--- src/rtl/digit_serial_adder.sv ---
// Digit-serial adder: adds two WIDTH-bit operands DIGIT bits per clock, LSB digit first.
// Optional subtract mode is enabled with the DIGIT_SERIAL_ADDER_SUB_EN macro (adds port Sub).
module digit_serial_adder #(
    parameter int unsigned WIDTH = 16,
    parameter int unsigned DIGIT = 4
) (
    input  logic             clk,
    input  logic             rst,
    input  logic             in_valid,
    output logic             in_ready,
    input  logic [WIDTH-1:0] A,
    input  logic [WIDTH-1:0] B,
    input  logic             Cin,
`ifdef DIGIT_SERIAL_ADDER_SUB_EN
    input  logic             Sub,
`endif
    output logic             out_valid,
    input  logic             out_ready,
    output logic [WIDTH-1:0] Sum,
    output logic             Cout,
    output logic             Ovf
);

    localparam int unsigned NDIG = WIDTH / DIGIT;
    localparam int unsigned CNTW = (NDIG > 1) ? $clog2(NDIG) : 1;

    if ((WIDTH < 1) || (DIGIT < 1) || ((WIDTH % DIGIT) != 0)) begin : g_bad_param
        $error("digit_serial_adder: DIGIT must be >= 1 and divide WIDTH");
    end

    typedef enum logic [1:0] {StIdle, StRun, StDone} state_e;

    state_e           state_q, state_d;
    logic [CNTW-1:0]  cnt_q;
    logic             carry_q;
    logic [WIDTH-1:0] a_q, b_q, sum_q;
    logic             cout_q, ovf_q;

    logic             accept;
    logic             last_digit;
    logic [DIGIT-1:0] dsum;
    logic [DIGIT:0]   chain;
    logic [WIDTH-1:0] b_load;
    logic             c_load;

    // Subtract is A + ~B + 1; Cin is ignored in that mode.
`ifdef DIGIT_SERIAL_ADDER_SUB_EN
    assign b_load = Sub ? ~B : B;
    assign c_load = Sub ? 1'b1 : Cin;
`else
    assign b_load = B;
    assign c_load = Cin;
`endif

    assign accept     = (state_q == StIdle) && in_valid;
    assign last_digit = (cnt_q == CNTW'(NDIG - 1));

    // One digit's ripple chain of full-adder cells.
    always_comb begin
        chain    = '0;
        dsum     = '0;
        chain[0] = carry_q;
        for (int i = 0; i < int'(DIGIT); i++) begin
            dsum[i]    = a_q[i] ^ b_q[i] ^ chain[i];
            chain[i+1] = (a_q[i] & b_q[i]) | (chain[i] & (a_q[i] ^ b_q[i]));
        end
    end

    // State register
    always_ff @(posedge clk) begin
        if (rst) begin
            state_q <= StIdle;
        end else begin
            state_q <= state_d;
        end
    end

    // Next-state logic
    always_comb begin
        state_d = state_q;
        unique case (state_q)
            StIdle:  if (in_valid) state_d = StRun;
            StRun:   if (last_digit) state_d = StDone;
            StDone:  if (out_ready) state_d = StIdle;
            default: state_d = StIdle;
        endcase
    end

    // Output logic
    always_comb begin
        in_ready  = (state_q == StIdle);
        out_valid = (state_q == StDone);
        Sum       = sum_q;
        Cout      = cout_q;
        Ovf       = ovf_q;
    end

    // Datapath: operand/result shift registers, digit counter, carry and flags.
    always_ff @(posedge clk) begin
        if (rst) begin
            cnt_q   <= '0;
            carry_q <= 1'b0;
            a_q     <= '0;
            b_q     <= '0;
            sum_q   <= '0;
            cout_q  <= 1'b0;
            ovf_q   <= 1'b0;
        end else begin
            if (accept) begin
                a_q     <= A;
                b_q     <= b_load;
                carry_q <= c_load;
                cnt_q   <= '0;
            end else if (state_q == StRun) begin
                a_q     <= a_q >> DIGIT;
                b_q     <= b_q >> DIGIT;
                sum_q   <= (sum_q >> DIGIT) | (WIDTH'(dsum) << (WIDTH - DIGIT));
                carry_q <= chain[DIGIT];
                cnt_q   <= cnt_q + 1'b1;
                if (last_digit) begin
                    cout_q <= chain[DIGIT];
                    ovf_q  <= chain[DIGIT] ^ chain[DIGIT-1];
                end
            end
        end
    end

endmodule

--- config.mk ---
export PLATFORM = sky130hd
export DESIGN_NAME = digit_serial_adder
export DESIGN_NICKNAME = d
export VERILOG_FILES = /design/src/rtl/digit_serial_adder.sv
export SDC_FILE = /design/constraint.sdc
export NUM_CORES = 1
export LEC_CHECK = 0
export BUFFER_PORTS_ARGS = -buffer_cell sky130_fd_sc_hd__buf_2
export CAP_MARGIN = 20
export CORE_MARGIN = 1.5
export CORE_UTILIZATION = 45
export CTS_CLUSTER_DIAMETER = 30
export DETAILED_ROUTE_END_ITERATION = 7
export PLACE_DENSITY = 0.69
export SLEW_MARGIN = 20
export SYNTH_ARGS = -nofsm -noshare
export SYNTH_HDL_FRONTEND = slang
export SYNTH_SLANG_ARGS = --single-unit
--- constraint.sdc ---
create_clock -name clk -period 2.9 [get_ports clk]
set_input_delay 0.58 -clock clk [delete_from_list [all_inputs] [get_ports clk]]
set_output_delay 0.58 -clock clk [all_outputs]
set_load 0.01 [all_outputs]
== Yosys cells after proc, flatten, opt, wreduce, memory -nomap -nowiden ==
Index checks and enable logic that the tools add are counted.

* Flip-flop bits (word level): 55
* Output and inout port bits: 20
* Logic and storage cells: 55

* Multiplexer cells: 10
* $add $sub $neg: 1
* Equality and inequality tests: 6
* Bitwise gates (word level): 23
* Reductions and logical operators: 7

{| class="wikitable"
|+ Operators with widths
! cell !! number
|-
| 16-bit 2-to-1 mux || 4
|-
| 12-bit by 16-bit bitwise OR with 16-bit output || 1
|-
| 1-bit XOR || 9
|-
| 1-bit bitwise AND || 8
|-
| 2-bit 2-to-1 mux || 3
|-
| 2-bit one-hot mux with 3 select lines || 1
|-
| 3-bit AND reduction || 2
|-
| 2-bit == test (second input constant) || 2
|-
| 2-bit inequality test (second input constant) || 2
|-
| 1-bit bitwise OR || 4
|-
| 2-bit by 1-bit adder with 2-bit output (second input constant) || 1
|-
| 2-bit by 1-bit == test with 1-bit output (second input constant) || 1
|-
| 2-bit logical NOT || 1
|-
| 1-bit 2-to-1 mux || 2
|-
| 2-bit by 1-bit inequality test with 1-bit output (second input constant) || 1
|-
| 2-bit AND reduction || 1
|-
| 2-bit nonzero test || 1
|-
| 2-bit OR reduction || 1
|-
| 1-bit logical AND || 1
|-
| 1-bit inverter || 1
|}

== Longest topological paths before layout ==
* Depth after elaboration: 11
* Depth in mapped cells: 10
* Gate-level depth less buffers: 10

== Worst setup path before layout ==
No wires, ideal clock.

* Kind: reg2reg
* From: register carry_q
* To: register sum_q[15] (netlist: Sum[15])
* Clock period less this slack: 2.091 ns
* Buffers on the path: 0
* Arrival time: 2.004 ns
* Stages on the path, launching flop included: 9
* Setup time: 0.086 ns
* Required time: 2.814 ns
* Setup slack: 0.809 ns
* Cell sequence: dfxtp_1 fa_1 inv_1 fa_1 inv_1 fa_1 inv_1 fa_1 a211oi_1

* Word-level cells in the longest chain between the ends: 8

{| class="wikitable"
|+ RTL lines
! what !! RTL line !! text
|-
| start: declaration || 35 || <nowiki>logic carry_q;</nowiki>
|-
| start signal: assignment || 112 || <nowiki>carry_q <= c_load;</nowiki>
|-
| start signal: assignment || 118 || <nowiki>carry_q <= chain[DIGIT];</nowiki>
|-
| 1-bit bitwise AND || 65 || <nowiki>chain[i+1] = (a_q[i] & b_q[i]) | (chain[i] & (a_q[i] ^ b_q[i]));</nowiki>
|-
| 1-bit bitwise OR || 65 ||
|-
| 1-bit bitwise AND || 65 ||
|-
| 1-bit bitwise OR || 65 ||
|-
| 1-bit bitwise AND || 65 ||
|-
| 1-bit bitwise OR || 65 ||
|-
| 1-bit XOR || 64 || <nowiki>dsum[i] = a_q[i] ^ b_q[i] ^ chain[i];</nowiki>
|-
| 12-bit by 16-bit bitwise OR with 16-bit output || 117 || <nowiki>sum_q <= (sum_q >> DIGIT) | (WIDTH'(dsum) << (WIDTH - DIGIT));</nowiki>
|-
| end signal: assignment || 117 ||
|-
| end: declaration || 36 || <nowiki>logic [WIDTH-1:0] a_q, b_q, sum_q;</nowiki>
|}

No other way between the ends.
A chain may end at the register's enable or synchronous reset.

== Final worst setup path ==
* From: register carry_q
* To: register ovf_q (netlist: Ovf)

* Word-level cells in the longest chain between the ends: 9

{| class="wikitable"
|+ RTL lines
! what !! RTL line !! text
|-
| 1-bit bitwise AND (*) || 65 ||
|-
| 1-bit bitwise OR (*) || 65 ||
|-
| 1-bit bitwise AND (*) || 65 ||
|-
| 1-bit bitwise OR (*) || 65 ||
|-
| 1-bit bitwise AND (*) || 65 ||
|-
| 1-bit bitwise OR (*) || 65 ||
|-
| 1-bit bitwise AND || 65 ||
|-
| 1-bit bitwise OR || 65 ||
|-
| 1-bit XOR (*) || 122 || <nowiki>ovf_q <= chain[DIGIT] ^ chain[DIGIT-1];</nowiki>
|-
| end signal: assignment || 122 ||
|-
| end: declaration || 37 || <nowiki>logic cout_q, ovf_q;</nowiki>
|}

Mark *: on every way between the ends. The rest lies on a longest branch, timed or not.

==> out/metrics.cfg <==
[cts]
post-cts-setup-buffers=0
clk_pin_slew_ns=0.10
holdBufCountCts=0
cts_resized=0
insertion_delay_ns=0.30
numCtsBuffers=5
cts_tree=yes
cts_sinks=55
clk_path_buf_depth=2
cts_root_buffer=clkbuf_8
htree_num_levels=2

[setup_path]
start_kind=register
path_class=register to register
cp-end-kind=register
reg2reg_to=Ovf$_SDFFE_PP0P_
cp_data_required_time_ns=3.13
r2r_slack_ns=0.69
cp_max_fo=3
cp.arrival_ns=2.44
reg2regPathDepth=10
r2r-start=carry_q$_SDFFE_PP0P_

[routing]
dr_total_vias=2152
wl_mm=5.436
drt_iter0_drc=77
drc=0
routedWlPerCell_um=13.10
viasPerCell=5.186
drtAntennaViolNets=0
drtPass1Iterations=4

[power_and_ir_drop]
leakage_uw=0.001174
irDropWorstVdd_v=0.0003619
power.switching_uw=422.8
p_per_area_nw_per_um2=543.0
pwr-share-clk_pct=29.6
swShare_pct=27.20
pwr-share-seq_pct=54.0
finalPower_uw=1554
p_comb_share_pct=16.4
p_int_uw=1132

[finish]
drive_gt1_share_pct=26.96
fin_nets=386
fin_area_um2=2863
syn2layout_area_growth_pct=16.20
final_common_cell=a21oi_1
fin_util_pct=55.00
layout_common_cells=a21oi_1 (58), buf_2 (56), dfxtp_1 (55), nand2_1 (53), nor2_1 (38)
antenna_cells=0

[grt]
antenna_found_initial=0
grt_max_degree=36
grt_pass1_wl_mm=9.328
grt_pass1_vias=2036
grt_util_all_layers_pct=18.96
grt-ovfl-total=0

[logic_synthesis]
synth_compound_area_share_pct=24.28
synth-simple-area-share_pct=18.64
synth_warnings=0
synth_adder_area_share_pct=3.758
yosysSeqAreaShare_pct=44.69
synth.avg_cell_area_um2=8.267
yosys-top-cells-area=dfxtp_1 (45%), a21oi_1 (12%), nand2_1 (8.1%), nor2_1 (5.8%), a211oi_2 (5.1%)
ys.flop_type=dfxtp_1
ys_ff_latch=55
yosys.area.top_type_share_pct=44.69
synth_cells=298
synth-edff-count=0
synth-xor-area-share_pct=0.7110
yosys.area.top_type=dfxtp_1
synth_top_family_by_area=compound AO/OA/AOI/OAI gates
syn_area_um2=2464
async_reset_ff_share_pct=0
muxShareOfSynthArea_pct=0.4063
synth_fp_nets=340
synth_cell_types=28

[die]
core.rowCount=26
fp.dieArea_um2=5927
boundaryPins=57
fp.dieW_um=76.99
initial_core_util_pct=47.33
core_area_um2=5205
die_height_um=76.99

[sta]
fin_skew_ns=0.006632
tightestPinTransition_ns=0.8330
layout_min_cycle_time_ns=2.207
setup_ws_ns=0.6927
final_hold_viol_count=0
rsz0062_at_grt=no
max_freq_ghz=0.4530
relSlewSlack_pct=44.47
tns_ns=0
slew_violations=0
setup_viol=0
period_share_pct=76.11

[placed_design]
dpl_cell_area_um2=2759
dp_hpwl_mm=3.742
io_buffer_count=56
place_congestion=0.8149
dp_slack_ns=0.6989

[flow_run]
cap_violations=0

[worst_hold_path]
whs_path_depth=2
whs_endpoint=Sum[0]$_SDFFE_PP0P_
min_from=Sum[0]$_SDFFE_PP0P_
hold_class=register to register

[run_status]
outcome=completed

## flip-flops by register name (all words and copies together), names as in the netlist
register,flops
a_q,16
state_q,2
Cout,1
Sum,16
carry_q,1
Ovf,1
cnt_q,2
b_q,16
## critical path, stage by stage, from the launching register on
cell     delay [ns]
dfxtp_1        0.39
fa_1           0.19
inv_1          0.05
fa_1           0.35
inv_1          0.07
fa_1           0.20
inv_1          0.06
fa_1           0.42
xnor2_1        0.18
nand3_1        0.09
a21oi_1        0.15
## worst max path at each step
stage	startpoint	end	slack [ns]	cells past startpoint
5_1_grt	carry_q$_SDFFE_PP0P_	Ovf$_SDFFE_PP0P_	0.54	10
3_5_place_dp	carry_q$_SDFFE_PP0P_	Ovf$_SDFFE_PP0P_	0.70	10
6_report	carry_q$_SDFFE_PP0P_	Ovf$_SDFFE_PP0P_	0.69	10
2_1_floorplan	carry_q$_SDFFE_PP0P_	Sum[15]$_SDFFE_PP0P_	0.81	8
3_3_place_gp	carry_q$_SDFFE_PP0P_	Sum[15]$_SDFFE_PP0P_	0.76	8
4_1_cts	carry_q$_SDFFE_PP0P_	Ovf$_SDFFE_PP0P_	0.67	10
## per-layer routing
| metal | GRT usage, % | wire length (µm) | share of wire, % |
|---|---|---|---|
| met5 | 0 | 0 | 0 |
| met4 | 3.455 | 50 | 0.92 |
| met3 | 4.048 | 276 | 5.1 |
| met2 | 32.30 | 2558 | 47 |
| met1 | 24.94 | 2550 | 47 |
## logic make-up (layout without fill, tap and decap cells)
group | count (synthesis) | count (layout)
AO/OA/AOI/OAI | 88 | 88
XOR/XNOR | 2 | 2
adder cells (fa/ha/maj) | 5 | 5
buffers and inverters | 38 | 85
flip-flops | 55 | 55
multiplexers | 1 | 1
AND/OR/NAND/NOR | 109 | 109
## metrics by stage
stage	cells	hold WS [ns]
after global placement	407	0.4417
after global routing	415	0.4880
after CTS	415	0.4640
after floorplan	298	0.4371
after detailed placement	407	0.4505
final	415	0.4586
## cell type report
| cell class | count | area, µm² |
|---|---|---|
| Clock buffer | 7 | 96.34 |
| Clock inverter | 1 | 7.507 |
| Fill cell | 544 | 2342 |
| Inverter | 12 | 45.04 |
| Multi-Input combinational cell | 205 | 1177 |
| Sequential cell | 55 | 1101 |
| Tap cell | 70 | 87.58 |
| Timing Repair Buffer | 65 | 347.8 |
## cells in the mapped netlist, types with 2 or more instances
cell type,count
buf_4,2
o221a_2,8
a211oi_2,10
buf_6,3
a211oi_1,8
nand3_1,9
nand2b_1,2
dfxtp_1,55
nor3_1,2
buf_2,10
xnor2_1,2
inv_1,12
o21a_1,2
nor2_1,38
a21oi_1,58
clkbuf_1,10
nand2_1,53
fa_1,4
## power groups by stage
stage / registers, µW / clock network [µW] / logic (µW)
2_1_floorplan: 853 / 0 / 187
3_3_place_gp: 855 / 0 / 253
3_5_place_dp: 858 / 0 / 257
4_1_cts: 840 / 471 / 258
5_1_grt: 847 / 495 / 291
6_report: 839 / 459 / 256
No activity file was read; power rests on OpenSTA's default activity.
